File: config.mk
export PLATFORM = sky130hd
export DESIGN_NAME = scoreboard_hazard_unit
export DESIGN_NICKNAME = d
export VERILOG_FILES = /design/src/rtl/scoreboard_hazard_unit_pkg.sv /design/src/rtl/scoreboard_hazard_unit_counter.sv /design/src/rtl/scoreboard_hazard_unit.sv
export SDC_FILE = /design/constraint.sdc
export NUM_CORES = 1
export LEC_CHECK = 0
export BUFFER_PORTS_ARGS = -buffer_cell sky130_fd_sc_hd__clkbuf_2
export CORE_ASPECT_RATIO = 1.4
export CORE_UTILIZATION = 50
export DETAILED_ROUTE_END_ITERATION = 7
export PLACE_DENSITY_LB_ADDON = 0.08
export SKIP_CTS_REPAIR_TIMING = 1
export SLEW_MARGIN = 20
export SYNTH_ARGS = -nofsm -noshare
export SYNTH_HDL_FRONTEND = slang
export SYNTH_SLANG_ARGS = --single-unit
File: constraint.sdc
create_clock -name clk -period 11.5 [get_ports clk]
set_input_delay 0.575 -clock clk [delete_from_list [all_inputs] [get_ports clk]]
set_output_delay 0.575 -clock clk [all_outputs]
set_load 0.01 [all_outputs]
File: src/rtl/scoreboard_hazard_unit_pkg.sv
// Shared constants and helpers for the scoreboard hazard unit.
// Holds the latency classes, the register-address width and the countdown-width derivation.
package scoreboard_hazard_unit_pkg;

  localparam int REG_ADDR_W = 4;

  localparam int LAT_ALU  = 1;
  localparam int LAT_LOAD = 2;
  localparam int LAT_MUL  = 4;

  // Width that holds the largest countdown, MAX_LAT-1+NOFWD_EXTRA.
  function automatic int cnt_width(input int max_lat, input int nofwd_extra);
    int w;
    w = $clog2(max_lat + nofwd_extra);
    return (w < 1) ? 1 : w;
  endfunction

endpackage

File: src/rtl/scoreboard_hazard_unit_counter.sv
// Per-register result-availability countdown.
// Each cycle it either loads a new count, decrements, or holds at zero.
module scoreboard_counter #(
  parameter int CNT_W = 4
) (
  input  logic             clk,
  input  logic             rst,
  input  logic             load,
  input  logic [CNT_W-1:0] load_val,
  output logic [CNT_W-1:0] cnt
);

  // NOTE: non-blocking assignment so every counter updates from pre-edge values.
  always_ff @(posedge clk) begin
    if (rst)
      cnt <= '0;
    else if (load)
      cnt <= load_val;
    else if (cnt != '0)
      cnt <= cnt - CNT_W'(1);
  end

endmodule

File: src/rtl/scoreboard_hazard_unit.sv
// Scoreboard hazard unit: per-register countdowns drive RAW/WAW stall for variable-latency EXE.
// Optional macro SCOREBOARD_STATS_EN adds saturating stall_cycles / raw_stalls counters.
module scoreboard_hazard_unit
  import scoreboard_hazard_unit_pkg::*;
#(
  parameter int REG_FILE_ADDR_LEN = REG_ADDR_W,
  parameter int NUM_REGS          = 16,
  parameter int MAX_LAT           = 8,
  parameter int NOFWD_EXTRA       = 2,
  localparam int CNT_W            = cnt_width(MAX_LAT, NOFWD_EXTRA),
  localparam int LAT_W            = $clog2(MAX_LAT + 1)
) (
  input  logic                         clk,
  input  logic                         rst,
  input  logic                         forward_EN,
  input  logic                         issue_valid,
  input  logic                         issue_wb_en,
  input  logic [REG_FILE_ADDR_LEN-1:0] issue_dest,
  input  logic [LAT_W-1:0]             issue_lat,
  input  logic [REG_FILE_ADDR_LEN-1:0] src1,
  input  logic                         src1_used,
  input  logic [REG_FILE_ADDR_LEN-1:0] src2,
  input  logic                         src2_used,
  output logic                         stall,
  output logic                         busy,
  output logic [NUM_REGS-1:0]          pending_mask
`ifdef SCOREBOARD_STATS_EN
  , output logic [31:0]                stall_cycles
  , output logic [31:0]                raw_stalls
`endif
);

  logic [CNT_W-1:0] cnt [NUM_REGS];
  logic [CNT_W-1:0] src1_cnt, src2_cnt, dest_cnt, newcnt;
  logic [LAT_W-1:0] lat_eff;
  logic             raw, waw, issue_accept;

  assign cnt[0]          = '0;
  assign pending_mask[0] = 1'b0;

  for (genvar r = 1; r < NUM_REGS; r++) begin : g_reg
    scoreboard_counter #(.CNT_W(CNT_W)) u_cnt (
      .clk      (clk),
      .rst      (rst),
      .load     (issue_accept && issue_wb_en && (issue_dest == REG_FILE_ADDR_LEN'(r))),
      .load_val (newcnt),
      .cnt      (cnt[r])
    );
    assign pending_mask[r] = (cnt[r] != '0);
  end

  assign busy = |pending_mask;

  // NOTE: every always_comb output gets a default first so no path can infer a latch.
  always_comb begin
    src1_cnt = '0;
    src2_cnt = '0;
    dest_cnt = '0;
    for (int r = 1; r < NUM_REGS; r++) begin
      if (src1 == REG_FILE_ADDR_LEN'(r))       src1_cnt = cnt[r];
      if (src2 == REG_FILE_ADDR_LEN'(r))       src2_cnt = cnt[r];
      if (issue_dest == REG_FILE_ADDR_LEN'(r)) dest_cnt = cnt[r];
    end
  end

  always_comb begin
    lat_eff = issue_lat;
    if (issue_lat == '0)
      lat_eff = LAT_W'(1);
    else if (issue_lat > LAT_W'(MAX_LAT))
      lat_eff = LAT_W'(MAX_LAT);
  end

  // Without forwarding the consumer also waits out the MEM and WB stages.
  assign newcnt = CNT_W'(lat_eff - LAT_W'(1))
                + (forward_EN ? CNT_W'(0) : CNT_W'(NOFWD_EXTRA));

  assign raw = (src1_used && (src1_cnt != '0)) || (src2_used && (src2_cnt != '0));
  assign waw = issue_wb_en && (issue_dest != '0) && (dest_cnt > newcnt);

  assign stall        = issue_valid && (raw || waw);
  assign issue_accept = issue_valid && !stall;

`ifdef SCOREBOARD_STATS_EN
  always_ff @(posedge clk) begin
    if (rst) begin
      stall_cycles <= '0;
      raw_stalls   <= '0;
    end else begin
      if (stall && (stall_cycles != '1))
        stall_cycles <= stall_cycles + 32'd1;
      if (stall && raw && (raw_stalls != '1))
        raw_stalls <= raw_stalls + 32'd1;
    end
  end
`else
  // Statistics counters are not built in this configuration.
`endif

endmodule

==> impl_metrics.py, run 1 <==
metrics = {
    "outcome": {
        "run_status": "finished clean",
    },
    "critical_path": {
        "timing.critical_path.arrival_ns": 3.93,
        "critical_path_peak_fanout": 34,
        "cp-end-kind": "output pin",
        "regToRegSetupSlack_ns": 7.70,
        "cp-start-kind": "primary input",
        "critical_path_required_ns": 10.93,
        "crit_type": "primary input to output pin",
    },
    "flow_run": {
        "max-cap-violations": 0,
    },
    "power": {
        "power_density_nw_per_um2": 277.2,
        "leakagePower_uw": 0.002688,
        "p_total_uw": 1676,
        "vdd.ir_drop.worst_mv": 0.1344,
    },
    "synthesis": {
        "top_post_synthesis_cells_by_area": "dfxtp_1 (22%), mux2i_1 (8.6%), ha_1 (8.2%)",
        "synth.avg_cell_area_um2": 7.990,
        "synthesis.instances": 687,
        "ys.flop_type": "dfxtp_1",
        "netlist.top_cell.by_area": "dfxtp_1",
        "synth_seq_cells": 60,
        "ys_warn_count": 0,
        "yosys.cell_types.count": 72,
        "post_synth_instance_area_um2": 5489,
        "synth_async_sr_flop_share_pct": 0,
        "part_of_the_yosys_area_used_for_sequential_elements_pct": 21.88,
        "synth_enable_flop_cells": 0,
        "syn-num-nets": 747,
        "synth_top_area_share_pct": 21.88,
    },
    "floorplan": {
        "die_height_um": 126.0,
        "floorplan.initialDensity_pct": 52.20,
        "fp.coreArea_um2": 10520,
        "die_x_um": 90.55,
        "rows": 44,
        "ioPinCount": 41,
        "floorplan.die_area_um2": 11410,
    },
    "layout": {
        "finish.net_count": 767,
        "final_layout_size_suffix_gt1_share_pct": 15.92,
        "mostFrequentLayoutCell": "nor2_1",
        "diodes": 0,
        "reg.largest.list": "g.u_cnt.cnt (60)",
        "num-fill-cells": 1002,
        "largest_reg_flops": 60,
        "largest_register": "g.u_cnt.cnt",
        "layout_area_overhead_pct": 10.17,
        "layout.cells.most_common_list": "nor2_1 (107), dfxtp_1 (60), nand2_1 (49)",
    },
    "global_routing": {
        "global_route.usage.total_pct": 29.77,
        "pin_count_of_the_biggest_net_entering_global_routing": 65,
        "antenna_found_initial": 0,
        "global_route_wire_length_before_repair_um": 26410,
        "globalRoute.totalOverflow": 0,
        "first_global_vias": 5006,
    },
    "route": {
        "drt_pass1_iterations": 5,
        "vias": 5185,
        "ant_nets": 0,
        "post_detailed_route_drc_marker_count": 0,
        "wl_per_cell_um": 19.60,
        "totalWireLength_um": 16620,
        "routed_via_density": 6.114,
        "drt_first_iter_violations": 292,
    },
    "place": {
        "numPortBuffers": 39,
        "gp_congestion": 0.9766,
        "dp.final_hpwl_um": 12640,
    },
    "cts": {
        "clock_tree_buffer_depth": 2,
        "path_clk_slew_ns": 0.05,
        "numCtsBuffers": 9,
        "clk-insertion-delay-late_ns": 0.33,
        "htreeDepth": 3,
        "cts_root_buffer": "clkbuf_16",
        "cts_tree": "done",
        "clkSinkCount": 60,
    },
    "sta": {
        "layout_worst_path_cycle_share_pct": 39.21,
        "max-slew-margin-rel_pct": 37.19,
        "timing.final.setup_violations": 0,
        "tightest_slew_ns": 0.9421,
        "unrepaired_setup_endpoints_after_global_routing": "no",
        "clock-skew-final_ns": 0.006105,
        "timing_hold_violations_final": 0,
        "timing.setup.tns_ns": 0,
        "fmax_ghz": 0.2218,
        "report.final.slew_viol_count": 0,
        "finalCriticalPeriod_ns": 4.509,
    },
    "worst_hold_path": {
        "hold_class": "flip-flop to flip-flop",
    },
}
## worst max-delay path: stages
cell,delay (ns)
clkbuf_2,0.53
and2b_2,0.40
nand2_1,0.13
nor2_1,0.04
a2111oi_0,0.46
a221oi_1,0.10
o22a_1,0.22
ha_1,0.27
nand4_1,0.07
nand3_1,0.08
a21oi_1,0.05
a211o_1,0.24
a21oi_1,0.19
nand3b_1,0.16
o31a_1,0.28
clkbuf_2,0.13
## worst paths after layout
path / from / to / cells past startpoint
worst max-delay path: issue_dest[0] / stall / 16
worst min-delay path: g_reg[13].u_cnt.cnt[1]$_SDFFE_PP0P_ / g_reg[13].u_cnt.cnt[1]$_SDFFE_PP0P_ / 3
worst max register to register: g_reg[1].u_cnt.cnt[0]$_SDFFE_PP0P_ / g_reg[3].u_cnt.cnt[0]$_SDFFE_PP0P_ / 15
worst min register to register: g_reg[13].u_cnt.cnt[1]$_SDFFE_PP0P_ / g_reg[13].u_cnt.cnt[1]$_SDFFE_PP0P_ / 3
## metal layers
metal	GRT usage [%]	vias up	routed length (um)
met3	5.072	58	754
met5	0	-	0
met2	51.02	184	8195
met4	19.07	0	914
li1	-	2498	-
met1	33.97	2445	6754
## Yosys cell counts (all sizes together) (2+ instances only)
cell and instances:
nor4 11, o221ai 2, and2b 2, o31ai 3, dfxtp 60, a21oi 28, or3 16, a221oi 4
and2 4, ha 36, a22oi 4, nand4 5, nor2 107, o21a 2, xnor2 31, nor3b 2
mux2 37, buf 7, nand2 50, a22o 2, nand3 20, o32ai 2, clkbuf 27, a211o 17
nor2b 8, a311oi 5, o211ai 4, o21ai 18, nor3 26, o22ai 5, a2111oi 4, or4 5
nand2b 9, a31oi 4, mux2i 47, mux4 4, a211oi 3, inv 46
## logic make-up after synthesis
logic type	count (synthesis)	synth area share, %
AND/OR/NAND/NOR	273	25.51
buffers and inverters	80	5.881
AO/OA/AOI/OAI	117	15.14
other	1	0.06832
XOR/XNOR	31	4.946
flip-flops	60	21.88
adder cells (fa/ha/maj)	37	8.571
multiplexers	88	18.01
## report_power, final
group / switching [uW] / total, uW / internal (uW)
Clock: 93.3 / 282 / 189
Combinational: 499 / 917 / 419
Sequential: 169 / 477 / 308
## area by class of cell
cell class                      count  area, um^2  area share, %
Multi-Input combinational cell    547        3965          65.57
Clock buffer                       13       280.3          4.635
Inverter                           46       172.7          2.855
Sequential cell                    60        1201          19.86
Clock inverter                      1       30.03         0.4966
Timing Repair Buffer               43       225.2          3.724
Tap cell                          138       172.7          2.855
## stage by stage
step / setup WS, ns / hold slack [ns] / utilization, % / instances / cell area, um^2
floorplan: 7.446 / 0.5989 / - / 687 / 5489
global placement: 6.982 / 0.6178 / 54.56 / 834 / 5737
detailed placement: 6.823 / 0.6473 / 54.56 / 834 / 5737
CTS: 7.024 / 0.6540 / 57.51 / 848 / 6047
global route: 6.718 / 0.6951 / 57.51 / 848 / 6047
finish: 6.991 / 0.6544 / 57.51 / 848 / 6047
No activity file was read; power rests on OpenSTA's default activity.
==> run 2: changes to the inputs <==
--- a/config.mk
+++ b/config.mk
@@ -5,6 +5,7 @@
 export SDC_FILE = /design/constraint.sdc
 export NUM_CORES = 1
 export LEC_CHECK = 0
+export ABC_AREA = 1
 export BUFFER_PORTS_ARGS = -buffer_cell sky130_fd_sc_hd__clkbuf_2
 export CORE_ASPECT_RATIO = 1.4
 export CORE_UTILIZATION = 50
==> constraint.sdc (replaced) <==
create_clock -name clk -period 4.6 [get_ports clk]
set_input_delay 0.23 -clock clk [delete_from_list [all_inputs] [get_ports clk]]
set_output_delay 0.23 -clock clk [all_outputs]
set_load 0.01 [all_outputs]
==> impl_metrics.py, run 2 <==
metrics = {
    "synthesis": {
        "synthesis.instances": 891,
        "post_synthesis_simple_gate_area_fraction_pct": 37.72,
        "synth_async_sr_flop_share_pct": 0,
        "synth.avg_cell_area_um2": 6.277,
        "synth_mux_area_share_pct": 0,
        "post_synth_xor_area_fraction_pct": 5.951,
        "synthTopCellsByCount": "nand2_1 (220), inv_1 (136), nor2_1 (80)",
        "synth_seq_cells": 60,
        "part_of_the_yosys_area_used_for_sequential_elements_pct": 21.48,
        "synth_top_area_share_pct": 21.48,
        "ys_warn_count": 0,
        "synthAdderAreaFrac_pct": 8.412,
        "yosys.cell_types.count": 45,
        "synth_area_in_compound_gates_pct": 14.14,
        "top_post_synthesis_cells_by_area": "dfxtp_1 (21%), nand2_1 (15%), inv_1 (9.1%)",
        "post-synth-top-count-cell": "nand2_1",
        "largest_family_of_logic_cells_by_synthesized_area": "simple AND/OR/NAND/NOR gates",
        "synth_enable_flop_cells": 0,
        "syn-num-nets": 951,
        "netlist.top_cell.by_area": "dfxtp_1",
        "ys.flop_type": "dfxtp_1",
        "post_synth_instance_area_um2": 5593,
    },
    "worst_hold_path": {
        "hold_class": "primary input to flip-flop",
        "cells_on_worst_hold_path": 2,
    },
    "sta": {
        "timing_hold_violations_final": 0,
        "layout_worst_path_cycle_share_pct": 91.78,
        "max-slew-margin-rel_pct": 26.75,
        "timing.setup.tns_ns": 0,
        "finalCriticalPeriod_ns": 4.222,
        "unrepaired_setup_endpoints_after_global_routing": "no",
        "finalHoldWorstSlack_ns": 0.4074,
        "fmax_ghz": 0.2369,
        "timing.final.setup_violations": 0,
        "tightest_slew_ns": 1.098,
        "report.final.slew_viol_count": 0,
        "clock-skew-final_ns": 0.005796,
    },
    "power": {
        "p_clk_share_pct": 16.9,
        "leakagePower_uw": 0.003035,
        "power_share_of_the_sequential_group_pct": 24.3,
        "power_density_nw_per_um2": 703.4,
        "total_switching_power_uw": 2155,
        "combPwrFrac_pct": 58.9,
        "cell_internal_pwr_uw": 2232,
        "vdd.ir_drop.worst_mv": 0.3636,
        "power_switching_share_pct": 49.12,
    },
    "layout": {
        "diodes": 0,
        "finish.net_count": 990,
        "final_layout_size_suffix_gt1_share_pct": 12.51,
        "largest_reg_flops": 60,
        "largest_register": "g.u_cnt.cnt",
        "finalInstanceArea_um2": 6236,
        "layout.cells.most_common_list": "nand2_1 (220), inv_1 (136), nor2_1 (80)",
        "num-fill-cells": 1044,
        "finish.cell_count_without_fillers": 1076,
        "mostFrequentLayoutCell": "nand2_1",
        "layout_area_overhead_pct": 11.50,
        "reg.largest.list": "g.u_cnt.cnt (60)",
    },
    "global_routing": {
        "first_global_vias": 5895,
        "globalRoute.totalOverflow": 0,
        "antenna_found_initial": 0,
        "global_route_wire_length_before_repair_um": 28860,
        "pin_count_of_the_biggest_net_entering_global_routing": 32,
        "global_route.usage.total_pct": 31.57,
    },
    "critical_path": {
        "timing.critical_path.buf_inv": 4,
        "cp-start-kind": "flip-flop",
        "worst_reg_to_reg_path_cell_count": 21,
        "cpMaxStageDelayCell": "a21oi_4",
        "timing.critical_path.arrival_ns": 4.48,
        "worstPathCellList": "inv_1, o21ai_0, a21oi_1, o211ai_1, o32ai_1, o221ai_1, a21oi_1, o211ai_1, o22ai_1, inv_1, ha_1, nand2_1, inv_1, a221oi_1, nor3_1, a21oi_4, buf_4, nand4_2, nand2_1, nand2_1, a21oi_1",
        "critical_path_peak_fanout": 9,
        "critical_path_cell_count": 21,
        "worst_path_max_stage_delay_ns": 0.44,
        "crit_family": "compound AO/OA/AOI/OAI gates",
        "cp-end-kind": "flip-flop",
        "crit_type": "flip-flop to flip-flop",
        "critical_path_required_ns": 4.86,
    },
    "floorplan": {
        "die_x_um": 91.39,
        "floorplan.die_area_um2": 11620,
        "fp.coreArea_um2": 10870,
        "ioPinCount": 41,
        "die_height_um": 127.1,
        "floorplan.initialDensity_pct": 51.47,
        "rows": 45,
    },
    "outcome": {
        "run_status": "finished clean",
    },
    "place": {
        "dp.final_hpwl_um": 13520,
        "numPortBuffers": 39,
        "gp_congestion": 0.9844,
        "placedInstanceArea_um2": 5911,
        "dp.cells": 1060,
    },
    "route": {
        "vias": 6065,
        "drt_first_iter_violations": 441,
        "drt_pass1_iterations": 6,
        "wl_per_cell_um": 16.57,
        "totalWireLength_um": 17830,
        "ant_nets": 0,
        "routed_via_density": 5.637,
        "post_detailed_route_drc_marker_count": 0,
    },
    "cts": {
        "numCtsBuffers": 9,
        "clk-insertion-delay-late_ns": 0.34,
        "clock_tree_buffer_depth": 2,
        "cts_tree": "done",
        "cts_root_buffer": "clkbuf_16",
        "htreeDepth": 3,
        "path_clk_slew_ns": 0.06,
        "clkSinkCount": 60,
    },
    "flow_run": {
        "max-cap-violations": 0,
    },
}
[run 2: path summary, 6_finish.rpt]
path	slack (ns)	startpoint	end
worst min register to register	0.51	g_reg[4].u_cnt.cnt[1]$_SDFFE_PP0P_	g_reg[4].u_cnt.cnt[1]$_SDFFE_PP0P_
worst min-delay path	0.41	rst	g_reg[6].u_cnt.cnt[1]$_SDFFE_PP0P_
worst max-delay path	0.38	g_reg[2].u_cnt.cnt[2]$_SDFFE_PP0P_	g_reg[12].u_cnt.cnt[2]$_SDFFE_PP0P_
worst max register to register	0.38	g_reg[2].u_cnt.cnt[2]$_SDFFE_PP0P_	g_reg[12].u_cnt.cnt[2]$_SDFFE_PP0P_
[run 2: stage by stage]
| step | worst slack (ns) | total power (uW) | utilization [%] |
|---|---|---|---|
| finish | 0.3783 | 4386 | 57.39 |
| global route | 0.1287 | 4769 | 57.39 |
| CTS | 0.1707 | 4367 | 57.32 |
| detailed placement | 0.2609 | 3603 | 54.39 |
| global placement | 0.3384 | 3551 | 54.39 |
| floorplan | 0.7849 | 2903 | - |
[run 2: logic make-up (layout without fill, tap and decap cells)]
logic type               after synthesis  after routing
adder cells (fa/ha/maj)               37             37
other                                  1              1
XOR/XNOR                              38             38
AND/OR/NAND/NOR                      442            442
buffers and inverters                172            216
flip-flops                            60             60
AO/OA/AOI/OAI                        141            141
[run 2: final cells by class]
class | count | area [um^2] | share of cell area, %
clock buffers | 11 | 242.7 | 3.892
well taps | 141 | 176.4 | 2.829
repair buffers | 46 | 247.7 | 3.973
clock inverters | 5 | 75.07 | 1.204
inverters | 154 | 578.1 | 9.270
flip-flops and latches | 60 | 1201 | 19.26
multi-input cells | 659 | 3715 | 59.57
[run 2: power by group through the flow]
| stage | sequential [uW] | combinational (uW) | clock (uW) |
|---|---|---|---|
| floorplan | 952 | 1950 | 0 |
| global placement | 1060 | 2490 | 0 |
| detailed placement | 1060 | 2540 | 0 |
| CTS | 1050 | 2570 | 741 |
| global route | 1080 | 2920 | 762 |
| finish | 1060 | 2580 | 739 |
[run 2: metal layers]
layer  up-vias  track usage, %  share of wire, %
li1       2966               -                 -
met1      2755           35.44                39
met2       253           54.71                49
met3        91           4.524               5.5
met4         0           21.94               6.6
met5         -               0                 0
==> run 3: changes to the inputs <==
--- a/config.mk
+++ b/config.mk
@@ -9,6 +9,7 @@
 export BUFFER_PORTS_ARGS = -buffer_cell sky130_fd_sc_hd__clkbuf_2
 export CORE_ASPECT_RATIO = 1.4
 export CORE_UTILIZATION = 50
+export CTS_BUF_LIST = sky130_fd_sc_hd__clkbuf_8
 export DETAILED_ROUTE_END_ITERATION = 7
 export PLACE_DENSITY_LB_ADDON = 0.08
 export SKIP_CTS_REPAIR_TIMING = 1
==> impl_metrics.py, run 3 (same netlist as run 2, synthesis figures left out) <==
metrics = {
    "outcome": {
        "run_status": "finished clean",
    },
    "critical_path": {
        "worstPathCellList": "nand2_1, o21ai_0, a21oi_1, o211ai_1, o32ai_1, o221ai_1, a21oi_1, o211ai_1, o22ai_1, inv_1, ha_1, nand2_1, inv_1, a221oi_1, nor3_1, inv_1, nand2_1, a21oi_4, nor2_1, clkbuf_2",
        "worst_path_max_stage_delay_ns": 0.46,
        "crit_type": "flip-flop to output pin",
        "cp-start-kind": "flip-flop",
        "timing.critical_path.arrival_ns": 3.95,
        "critical_path_peak_fanout": 17,
        "cpMaxStageDelayCell": "a21oi_4",
        "critical_path_required_ns": 4.37,
        "cp-end-kind": "output pin",
    },
    "sta": {
        "timing.final.setup_violations": 0,
        "unrepaired_setup_endpoints_after_global_routing": "no",
        "fmax_ghz": 0.2392,
        "fin_ws_ns": 0.4193,
        "finalCriticalPeriod_ns": 4.181,
        "timing.setup.tns_ns": 0,
        "tightest_slew_ns": 1.102,
        "layout_worst_path_cycle_share_pct": 90.89,
        "timing_hold_violations_final": 0,
        "clock-skew-final_ns": 0.01215,
        "report.final.slew_viol_count": 0,
        "max-slew-margin-rel_pct": 26.48,
    },
    "layout": {
        "finish.net_count": 990,
        "finish.cell_count_without_fillers": 1076,
        "mostFrequentLayoutCell": "nand2_1",
        "num-fill-cells": 1063,
        "layout.cells.most_common_list": "nand2_1 (220), inv_1 (137), nor2_1 (80)",
        "largest_reg_flops": 60,
        "largest_register": "g.u_cnt.cnt",
        "multi_input_area_um2": 3715,
        "reg.largest.list": "g.u_cnt.cnt (60)",
        "layout_area_overhead_pct": 9.687,
        "sequential_cell_area_um2": 1201,
        "diodes": 0,
        "final_layout_size_suffix_gt1_share_pct": 12.51,
    },
    "route": {
        "ant_nets": 0,
        "drt_first_iter_violations": 370,
        "top_signal_layer_used": "met4",
        "drt_pass1_iterations": 5,
        "met3_wirelength_um": 1103,
        "wl_per_cell_um": 16.53,
        "route.layer.met1.wl_um": 6927,
        "totalWireLength_um": 17790,
        "vias": 6008,
        "route.met2.wl_um": 8755,
        "routed_via_density": 5.584,
        "post_detailed_route_drc_marker_count": 0,
    },
    "global_routing": {
        "first_global_vias": 5850,
        "pin_count_of_the_biggest_net_entering_global_routing": 32,
        "globalRoute.totalOverflow": 0,
        "antenna_found_initial": 0,
        "global_route.usage.total_pct": 31.73,
        "global_route_wire_length_before_repair_um": 28810,
    },
    "place": {
        "dp.cells": 1060,
        "dp.final_hpwl_um": 13520,
        "preCtsSetupSlack_ns": 0.2609,
        "numPortBuffers": 39,
        "gp_congestion": 0.9844,
    },
    "power": {
        "p_total_uw": 4182,
        "vdd.ir_drop.worst_mv": 0.3527,
        "leakagePower_uw": 0.002993,
        "power_density_nw_per_um2": 681.7,
    },
    "floorplan": {
        "die_x_um": 91.39,
        "fp.coreArea_um2": 10870,
        "ioPinCount": 41,
        "rows": 45,
        "die_height_um": 127.1,
        "floorplan.die_area_um2": 11620,
        "floorplan.initialDensity_pct": 51.47,
    },
    "cts": {
        "cts_root_buffer": "clkbuf_8",
        "clk-insertion-delay-late_ns": 0.37,
        "clkSinkCount": 60,
        "clock_tree_buffer_depth": 2,
        "numCtsBuffers": 9,
        "path_clk_slew_ns": 0.08,
        "htreeDepth": 3,
        "cts_tree": "done",
    },
    "flow_run": {
        "max-cap-violations": 0,
    },
    "worst_hold_path": {
        "hold_class": "primary input to flip-flop",
    },
}
[run 3: cell types whose count changed in the layout (fill, tap and decap cells not counted)]
cell,change
clkbuf_1,-1
inv_1,+1
clkbuf_16,-9
clkbuf_8,+9
[run 3: final cells by class]
type                       count  share of cell area [%]
clock buffer                  10                   2.244
clock inverter                 6                   1.285
inverter                     154                   9.423
multi-input combinational    659                   60.55
sequential                    60                   19.58
tap                          141                   2.876
timing repair buffer          46                   4.038
[run 3: worst max-delay path: cells and delay by family, from the launching register on]
family | cells | cell delay (ns)
buffers and inverters | 4 | 0.32
flip-flops | 1 | 0.40
adder cells (fa/ha/maj) | 1 | 0.29
AND/OR/NAND/NOR | 5 | 0.47
AO/OA/AOI/OAI | 10 | 2.11
[run 3: path summary, 6_finish.rpt]
kind         cells past startpoint                               start                                   to  slack [ns]
min                              2                                 rst  g_reg[13].u_cnt.cnt[1]$_SDFFE_PP0P_        0.36
max                             20  g_reg[1].u_cnt.cnt[2]$_SDFFE_PP0P_                                stall        0.42
max reg2reg                     21  g_reg[1].u_cnt.cnt[2]$_SDFFE_PP0P_  g_reg[12].u_cnt.cnt[2]$_SDFFE_PP0P_        0.45
min reg2reg                      2  g_reg[4].u_cnt.cnt[1]$_SDFFE_PP0P_   g_reg[4].u_cnt.cnt[1]$_SDFFE_PP0P_        0.51
[run 3: stage by stage]
stage	hold slack (ns)	cell area (um^2)	util, %
after floorplan	0.4771	5593	-
after global placement	0.4861	5911	54.39
after detailed placement	0.4974	5911	54.39
after CTS	0.3524	6127	56.38
after global routing	0.3582	6135	56.45
final	0.3618	6135	56.45
[run 3: power breakdown]
part	leakage [uW]	internal (uW)	switching, uW
sequential	0.000497	774	287
clock	0.000117	315	231
combinational	0.00238	970	1600
[run 3: routing by layer]
| metal | global-route usage (%) | up-vias |
|---|---|---|
| met5 | 0 | - |
| met2 | 55.64 | 231 |
| li1 | - | 2961 |
| met1 | 35.37 | 2744 |
| met3 | 5.833 | 72 |
| met4 | 19.33 | 0 |
